[config.mk]
export PLATFORM = sky130hd
export DESIGN_NAME = vga_timing_gen
export DESIGN_NICKNAME = d
export VERILOG_FILES = /design/src/rtl/vga_timing_pkg.sv /design/src/rtl/vga_axis_counter.sv /design/src/rtl/vga_timing_gen.sv
export SDC_FILE = /design/constraint.sdc
export NUM_CORES = 1
export LEC_CHECK = 0
export ABC_CLOCK_PERIOD_IN_PS = 4180
export BUFFER_PORTS_ARGS = -buffer_cell sky130_fd_sc_hd__buf_2
export CAP_MARGIN = 20
export CORE_MARGIN = 8
export CORE_UTILIZATION = 54
export CTS_CLUSTER_DIAMETER = 40
export DETAILED_ROUTE_END_ITERATION = 7
export GPL_ROUTABILITY_DRIVEN = 0
export PLACE_DENSITY = 0.9
export RECOVER_POWER = 25
export SYNTH_ARGS = -nofsm -noshare
export SYNTH_HDL_FRONTEND = slang
export SYNTH_SLANG_ARGS = --single-unit
[constraint.sdc]
create_clock -name i_clk -period 4.18 [get_ports i_clk]
set_clock_uncertainty 0.1 [all_clocks]
set_input_delay 0.627 -clock i_clk [delete_from_list [all_inputs] [get_ports i_clk]]
set_output_delay 0.627 -clock i_clk [all_outputs]
set_load 0.005 [all_outputs]
[src/rtl/vga_timing_pkg.sv]
// Shared VGA timing definitions: 640x480@60 defaults, per-axis timing record
// and total-length helper used by the raster generator and its axis counters.
package vga_timing_pkg;

    typedef struct packed {
        logic [15:0] active;
        logic [15:0] fp;
        logic [15:0] sync;
        logic [15:0] bp;
    } vga_timing_t;

    localparam int unsigned DEF_H_ACTIVE = 640;
    localparam int unsigned DEF_H_FP     = 16;
    localparam int unsigned DEF_H_SYNC   = 96;
    localparam int unsigned DEF_H_BP     = 48;

    localparam int unsigned DEF_V_ACTIVE = 480;
    localparam int unsigned DEF_V_FP     = 10;
    localparam int unsigned DEF_V_SYNC   = 2;
    localparam int unsigned DEF_V_BP     = 33;

    localparam vga_timing_t VGA_640X480_H = '{
        active: 16'(DEF_H_ACTIVE),
        fp:     16'(DEF_H_FP),
        sync:   16'(DEF_H_SYNC),
        bp:     16'(DEF_H_BP)
    };

    localparam vga_timing_t VGA_640X480_V = '{
        active: 16'(DEF_V_ACTIVE),
        fp:     16'(DEF_V_FP),
        sync:   16'(DEF_V_SYNC),
        bp:     16'(DEF_V_BP)
    };

    function automatic int unsigned total(input vga_timing_t t);
        return int'(t.active) + int'(t.fp) + int'(t.sync) + int'(t.bp);
    endfunction

endpackage

[src/rtl/vga_axis_counter.sv]
// One raster axis: free-running position counter with active/sync decode
// and a wrap flag that is high while the count sits on its last position.
module vga_axis_counter
    import vga_timing_pkg::*;
#(
    parameter int unsigned ACTIVE = DEF_H_ACTIVE,
    parameter int unsigned FP     = DEF_H_FP,
    parameter int unsigned SYNC   = DEF_H_SYNC,
    parameter int unsigned BP     = DEF_H_BP,
    parameter int unsigned W      = 10
) (
    input  logic         i_clk,
    input  logic         i_reset,
    input  logic         advance,
    output logic [W-1:0] count,
    output logic         active,
    output logic         in_sync,
    output logic         wrap
);

    localparam vga_timing_t TIMING = '{
        active: 16'(ACTIVE),
        fp:     16'(FP),
        sync:   16'(SYNC),
        bp:     16'(BP)
    };
    localparam int unsigned TOTAL      = total(TIMING);
    localparam logic [W-1:0] LAST      = W'(TOTAL - 1);
    localparam int unsigned SYNC_START = ACTIVE + FP;
    localparam int unsigned SYNC_END   = ACTIVE + FP + SYNC;

    logic [31:0] count_ext;

    assign count_ext = 32'(count);
    assign wrap      = (count == LAST);
    assign active    = (count_ext < ACTIVE);
    assign in_sync   = (count_ext >= SYNC_START) && (count_ext < SYNC_END);

    always_ff @(posedge i_clk or posedge i_reset) begin
        if (i_reset) begin
            count <= '0;
        end else if (advance) begin
            count <= wrap ? '0 : count + 1'b1;
        end
    end

endmodule

[src/rtl/vga_timing_gen.sv]
// Parametrised VGA raster controller: prescaled pixel tick, h/v counters,
// registered sync/blank/DAC one tick behind the presented address, strobes.
module vga_timing_gen
    import vga_timing_pkg::*;
#(
    parameter int unsigned COLOR_W  = 10,
    parameter int unsigned ADDR_W   = 10,
    parameter int unsigned H_ACTIVE = DEF_H_ACTIVE,
    parameter int unsigned H_FP     = DEF_H_FP,
    parameter int unsigned H_SYNC   = DEF_H_SYNC,
    parameter int unsigned H_BP     = DEF_H_BP,
    parameter int unsigned V_ACTIVE = DEF_V_ACTIVE,
    parameter int unsigned V_FP     = DEF_V_FP,
    parameter int unsigned V_SYNC   = DEF_V_SYNC,
    parameter int unsigned V_BP     = DEF_V_BP,
    parameter bit          HS_POL   = 1'b0,
    parameter bit          VS_POL   = 1'b0,
    parameter int unsigned CLK_DIV  = 1,
    parameter int unsigned FRAME_W  = 16
) (
    input  logic               i_clk,
    input  logic               i_reset,
    input  logic               i_enable,
    input  logic [COLOR_W-1:0] i_vga_r,
    input  logic [COLOR_W-1:0] i_vga_g,
    input  logic [COLOR_W-1:0] i_vga_b,
    output logic [COLOR_W-1:0] o_vga_r_DAC,
    output logic [COLOR_W-1:0] o_vga_g_DAC,
    output logic [COLOR_W-1:0] o_vga_b_DAC,
    output logic [ADDR_W-1:0]  o_x_addr,
    output logic [ADDR_W-1:0]  o_y_addr,
    output logic               o_vga_hs,
    output logic               o_vga_vs,
    output logic               o_vga_blank,
    output logic               o_line_start,
    output logic               o_frame_start,
    output logic [FRAME_W-1:0] o_frame_count
);

    localparam int unsigned H_TOTAL = H_ACTIVE + H_FP + H_SYNC + H_BP;
    localparam int unsigned V_TOTAL = V_ACTIVE + V_FP + V_SYNC + V_BP;
    localparam int unsigned DIV_W   = (CLK_DIV > 1) ? $clog2(CLK_DIV) : 1;
    localparam logic [DIV_W-1:0] DIV_LAST = DIV_W'(CLK_DIV - 1);

    if (((H_TOTAL - 1) >> ADDR_W) != 0) begin : g_h_fit_check
        $error("vga_timing_gen: H_TOTAL-1 does not fit in ADDR_W bits");
    end
    if (((V_TOTAL - 1) >> ADDR_W) != 0) begin : g_v_fit_check
        $error("vga_timing_gen: V_TOTAL-1 does not fit in ADDR_W bits");
    end
    if (CLK_DIV < 1) begin : g_div_check
        $error("vga_timing_gen: CLK_DIV must be at least 1");
    end

    logic [DIV_W-1:0]  presc;
    logic              tick;
    logic [ADDR_W-1:0] h_count;
    logic [ADDR_W-1:0] v_count;
    logic              h_active;
    logic              v_active;
    logic              h_in_sync;
    logic              v_in_sync;
    logic              h_wrap;
    logic              v_wrap;
    logic              v_advance;
    logic              blank_d;

    // With CLK_DIV = 1 the prescaler is stuck at 0, so every enabled cycle ticks.
    assign tick = i_enable && (presc == DIV_LAST);

    always_ff @(posedge i_clk or posedge i_reset) begin
        if (i_reset) begin
            presc <= '0;
        end else if (i_enable) begin
            presc <= tick ? '0 : presc + 1'b1;
        end
    end

    assign v_advance = tick && h_wrap;

    vga_axis_counter #(
        .ACTIVE (H_ACTIVE),
        .FP     (H_FP),
        .SYNC   (H_SYNC),
        .BP     (H_BP),
        .W      (ADDR_W)
    ) u_h_counter (
        .i_clk   (i_clk),
        .i_reset (i_reset),
        .advance (tick),
        .count   (h_count),
        .active  (h_active),
        .in_sync (h_in_sync),
        .wrap    (h_wrap)
    );

    vga_axis_counter #(
        .ACTIVE (V_ACTIVE),
        .FP     (V_FP),
        .SYNC   (V_SYNC),
        .BP     (V_BP),
        .W      (ADDR_W)
    ) u_v_counter (
        .i_clk   (i_clk),
        .i_reset (i_reset),
        .advance (v_advance),
        .count   (v_count),
        .active  (v_active),
        .in_sync (v_in_sync),
        .wrap    (v_wrap)
    );

    assign o_x_addr = h_count;
    assign o_y_addr = v_count;
    assign blank_d  = !(h_active && v_active);

    // Stage 2 samples the pre-tick position, so outputs trail the address by one tick.
    always_ff @(posedge i_clk or posedge i_reset) begin
        if (i_reset) begin
            o_vga_r_DAC   <= '0;
            o_vga_g_DAC   <= '0;
            o_vga_b_DAC   <= '0;
            o_vga_blank   <= 1'b1;
            o_vga_hs      <= ~HS_POL;
            o_vga_vs      <= ~VS_POL;
            o_line_start  <= 1'b0;
            o_frame_start <= 1'b0;
            o_frame_count <= '0;
        end else begin
            o_line_start  <= tick && h_wrap;
            o_frame_start <= tick && h_wrap && v_wrap;
            if (tick) begin
                o_vga_blank <= blank_d;
                o_vga_hs    <= h_in_sync ? HS_POL : ~HS_POL;
                o_vga_vs    <= v_in_sync ? VS_POL : ~VS_POL;
                o_vga_r_DAC <= blank_d ? '0 : i_vga_r;
                o_vga_g_DAC <= blank_d ? '0 : i_vga_g;
                o_vga_b_DAC <= blank_d ? '0 : i_vga_b;
                if (h_wrap && v_wrap) begin
                    o_frame_count <= o_frame_count + 1'b1;
                end
            end
        end
    end

endmodule
======== Word level (Yosys, flattened, before mapping) ========
Cells that the tools add are included.
operators by class
  bitwise gates (word level) .............. 1
  order comparisons ....................... 6
  div/mod/pow operators ................... 0
  reduce and logical (&&, ||, !) cells .... 9
  $mul .................................... 0
  shifts and indexed selects .............. 0
  eq/ne operators ......................... 2
  add/sub/neg operators ................... 4
  muxes and demuxes ....................... 8
operators by type and width
  operator                 count
  $mux W10                 5
  $add A10 B1 Y10 const B  2
  $eq A10 B10 Y1 const B   2
  $lt A10 B10 Y1 const B   2
  $lt A10 B9 Y1 const B    2
  $add A16 B1 Y16 const B  1
  $ge A10 B10 Y1 const B   1
  $ge A10 B9 Y1 const B    1
  $logic_and A1 B1 Y1      7
  $mux W1                  3
  $reduce_and A2 Y1        1
  $add A1 B1 Y1 const B    1
  $logic_not A1 Y1         1
  $not A1 Y1               1
word-level totals
  bits of input ports ..................... 33
  memory bits (read-only) ................. 0
  latch bits .............................. 0
  register bits ........................... 72
  memories ................................ 0
  output and inout bits ................... 71
  memory bits (writable) .................. 0

======== Depth between registers and ports, before layout ========
  depth after elaboration ................. 4
  mapped depth ............................ 7

======== Hierarchy ========
Synthesis repeated with hierarchy kept, for this count alone.
unflattened totals
  cell total of the unflattened synthesis .. 264
  area total of the unflattened synthesis .. 3125.5 sq um
by module, submodules not included
  module                          times used  area an instance (sq um)  cells an instance
  vga_timing_gen                  1           1986.9                    143
  vga_axis_counter (u_v_counter)  1           575.6                     61
  vga_axis_counter (u_h_counter)  1           563.0                     60

======== Least setup slack after synthesis ========
Ideal clock, no wire load.
  kind .................................... register to register
  start point ............................. register u_v_counter.count[0]
  end point ............................... register o_frame_count[1]
  path slack .............................. 2.198 ns
  arrival time ............................ 1.757 ns
  cell stages (with the launch flop) ...... 7
  path buffers ............................ 0
  library setup time ...................... 0.125 ns
  period minus slack after synthesis ...... 1.982 ns
  cells stage by stage .................... dfrtp_1 -> inv_1 -> ha_1 -> nor3b_2 -> nand3_2 -> nor2_4 -> mux2_2
between the ends
  longest elaborated chain between the ends .. 3
ends and longest elaborated chain
  item                                RTL line                source
  start: declaration                  vga_axis_counter.sv:15  output logic [W-1:0] count,
  start signal: assignment            vga_axis_counter.sv:43  count <= wrap ? '0 : count + 1'b1;
  $eq A10 B10 Y1                      vga_axis_counter.sv:35  assign wrap = (count == LAST);
  $logic_and A1 B1 Y1                 vga_timing_gen.sv:139   if (h_wrap && v_wrap) begin
  $reduce_and A2 Y1 (no source line)  n/a
  end signal: assignment              vga_timing_gen.sv:140   o_frame_count <= o_frame_count + 1'b1;
  end: declaration                    vga_timing_gen.sv:37    output logic [FRAME_W-1:0] o_frame_count
No other way between the ends.
A chain may end at the register's enable or synchronous reset.

======== Worst setup path in the final report ========
Same ends and word-level chain as after synthesis.

==> implementation parameters <==
Parameter                              Value

Critical path
  Slowest stage cell, crit path ... sky130_fd_sc_hd__dfrtp_1
  Highest fanout seen on the critical path ... 8
  Sort of element at the end of the critical path ... flop
  Kind of cell with the highest combined delay on the critical path ... simple AND/OR/NAND/NOR gates
  Cells along the critical path ... inv_1, ha_1, nor3b_2, nand3_2, nor2_4, mux2_2
  CP bufs+invs ... 1
  Critical path type ... flop to flop
  Launching element type of the critical path ... flop
  CP Data Arrival Time ... approximately 2.4 ns
  Source of the worst register-to-register timing path ... u_v_counter.count[0]
  Data required, critical path ... 4.31 ns
  Start point of the critical path ... u_v_counter.count[0]
  Biggest cell delay along the critical path ... 0.44 ns

Layout
  Fin nets ... 408
  Layout area overhead ... 26.66%
  Final design area excluding fillers ... 0.004024 mm2
  Fraction of layout instances using a drive strength above 1 ... 0.3877
  # diodes ... 0
  Fill cell instance count of the final layout ... roughly 440

Logic synthesis
  Async SR Flop Fraction ... 1.000
  Most area-hungry cell type in the Yosys netlist ... sky130_fd_sc_hd__dfrtp_1
  Leading post-synthesis cells by cell area ... sky130_fd_sc_hd__dfrtp_1, sky130_fd_sc_hd__a22o_1, sky130_fd_sc_hd__xor2_1, sky130_fd_sc_hd__dfstp_2, sky130_fd_sc_hd__ha_1
  Number of synthesized flops with an enable pin ... 0
  Total nets after synthesis ... 300
  Post-Syn Instances ... 262
  Yosys warning count ... 0
  Most used standard cells in the synthesized netlist ... sky130_fd_sc_hd__dfrtp_1, sky130_fd_sc_hd__a22o_1, sky130_fd_sc_hd__xor2_1
  Flip-flop cell with the highest count after synthesis ... sky130_fd_sc_hd__dfrtp_1
  Post-Synthesis Mean Instance Area ... 12.13 um2
  Most frequently used cell type in the post-synthesis netlist ... sky130_fd_sc_hd__dfrtp_1
  Sequential area share after synthesis ... 0.5683
  Total of flip-flops plus latches after synthesis ... 72
  Synth top area share ... 0.5435
  Library cells used by synthesis ... between 40 and 50
  Area of the mapped netlist ... 0.003177 mm2

GRT
  Overflow after GRT ... 0
  Global-route wire length before repair ... 12,700 um
  Overall global routing resource usage ... 0.1863
  Vias in the first global route ... roughly 2,600
  Largest net degree at the start of global routing ... between 50 and 60
  Initial antenna violation count ... 0

Timing
  Ratio of final minimum period to clock period ... 0.5418
  Count of endpoints failing hold in the final timing report ... 0
  Final sum of negative setup slack ... 0 ns
  Number of max-slew violations in the final report ... 0
  Minimum period implied by the final worst setup slack ... 2.265 ns
  Slew Limit Headroom ... 0.6589
  Maximum clock frequency ... 441.6 MHz
  Number of endpoints failing setup at the final stage ... 0
  Unrepaired setup endpoints after global routing ... false
  Slew at the pin with the worst max-slew slack ... a little over 0.5 ns

Drt
  Vias post-DR ... 2,473
  1st-pass router iterations ... 4
  DR WL/cell ... 17.47 um
  Post-detailed-route count of antenna-violating nets ... 0
  Count of unresolved DRC violations after routing ... 0
  Overall routed net length ... 7843 um
  Vias per std cell ... 5.508
  Drt first-iter violations ... ~120

Die
  Rows ... 28
  Starting Density ... 0.5463
  Floorplan Core Area ... slightly below 0.006 mm2
  Die footprint ... 0.008593 mm2
  Die X ... 92.70 um
  Height of the die ... 92.70 um
  Number of top-level pins ... 104

Clock network
  Clk slew on worst S/H paths ... 0.07 ns
  Number of levels in the clock H-tree ... 3
  CTS Root Buffer Type ... sky130_fd_sc_hd__clkbuf_8
  Number of gates resized after cts ... 0
  Total setup buffers inserted after CTS ... 0
  Cts hold-fix bufs ... 0
  Clock latency on the worst-skew pair ... between 0.3 and 0.4 ns
  Clock tree from TritonCTS ... done
  Inserted Clock Buffers ... 9
  Maximum buffer depth of the clock tree ... 2
  Number of sinks driven by the clock tree ... 72

Power and ir drop
  Cell leakage power ... a little over 2 nW
  Max IR drop VDD ... 0.2833 mV
  Power density cells ... ~400 mW/mm2

Place
  Post-placement cell area ... around 0.0038 mm2
  Buffers added on ports ... about 100
  DPL Wire Length ... 5729 um

Status
  Run status ... finished clean

Hold path
  Worst min path class ... input pin to async pin

Run
  Number of max-cap violations ... 0
[worst paths after layout]
path | to | slack, ns | cells past startpoint
min in group i_clk | o_frame_count[15] | 0.37 | 1
min | o_vga_r_DAC[8] | 0.20 | 2
max reg2reg | o_frame_count[1] | 1.92 | 6
max in group asynchronous | o_vga_g_DAC[4] | 2.88 | 4
min reg2reg | o_frame_count[15] | 0.37 | 1
max | o_frame_count[1] | 1.92 | 6
[report_power, final]
part	internal, mW	leakage [nW]	switching, mW	total (mW)
sequential	0.750	0.911	0.0553	0.806
combinational	0.0972	1.05	0.105	0.202
clock	0.410	0.117	0.238	0.648
total	1.26	2.08	0.398	1.66
[logic make-up after synthesis]
family / count (synthesis) / share of synthesized area
AND/OR/NAND/NOR: 85 / 0.1851
flip-flops: 72 / 0.5683
AO/OA/AOI/OAI: 49 / 0.1186
XOR/XNOR: 26 / 0.07168
buffers and inverters: 23 / 0.02954
adder cells (fa/ha/maj): 5 / 0.01969
multiplexers: 2 / 0.007089
[cell usage in the layout (no fill, tap or decap), types with 3 or more instances in the layout]
master,Yosys,final
sky130_fd_sc_hd__a21oi_1,3,3
sky130_fd_sc_hd__a22o_1,30,30
sky130_fd_sc_hd__and4_1,4,4
sky130_fd_sc_hd__buf_2,0,103
sky130_fd_sc_hd__buf_4,0,3
sky130_fd_sc_hd__bufinv_16,0,3
sky130_fd_sc_hd__clkbuf_8,0,10
sky130_fd_sc_hd__dfrtp_1,69,69
sky130_fd_sc_hd__dfstp_2,3,3
sky130_fd_sc_hd__ha_1,5,5
sky130_fd_sc_hd__inv_1,12,12
sky130_fd_sc_hd__nand2_1,14,14
sky130_fd_sc_hd__nand3_1,11,11
sky130_fd_sc_hd__nand4_1,7,7
sky130_fd_sc_hd__nor2_1,8,8
sky130_fd_sc_hd__nor3_1,9,8
sky130_fd_sc_hd__nor3_2,2,3
sky130_fd_sc_hd__nor4_2,3,3
sky130_fd_sc_hd__o21ai_0,10,10
sky130_fd_sc_hd__xnor2_1,7,7
sky130_fd_sc_hd__xor2_1,19,19
[state kept, by name, summed over array words and instances, names as in the netlist]
register,flops
presc,1
o_frame_count,16
u_v_counter.count,10
o_frame_start,1
o_vga_vs,1
u_h_counter.count,10
o_vga_blank,1
o_vga_hs,1
o_vga_b_DAC,10
o_vga_r_DAC,10
o_vga_g_DAC,10
o_line_start,1
[final cells by class]
type,instances,area [um2],area share
inverter,13,48.80,0.01213
sequential,72,1805,0.4487
multi-input combinational,167,1282,0.3187
clock inverter,3,90.09,0.02239
tap,75,93.84,0.02332
clock buffer,12,145.1,0.03607
timing repair buffer,107,558.0,0.1387
[routing by layer]
layer	wire length [um]	vias to the layer above	part of all wire	track usage
met5	0	-	0	0
met4	158	0	0.020	0.07785
met3	465	13	0.059	0.05906
met2	4014	84	0.51	0.3033
met1	3205	1214	0.41	0.2235
li1	-	1162	-	-
[per-stage QoR]
stage | power, mW | utilization | instances | hold slack (ns) | setup WS, ns
final | 1.656 | 0.6919 | 449 | 0.1980 | 1.915
after detailed placement | 1.019 | 0.6480 | 433 | 0.3596 | 1.938
after CTS | 1.668 | 0.6885 | 448 | 0.3745 | 1.940
after global routing | 1.736 | 0.6919 | 449 | 0.2222 | 1.812
after floorplan | 0.9121 | - | 262 | 0.3505 | 1.633
after global placement | 1.007 | 0.6480 | 433 | 0.3504 | 1.971
Power figures use the tool's default switching activity.
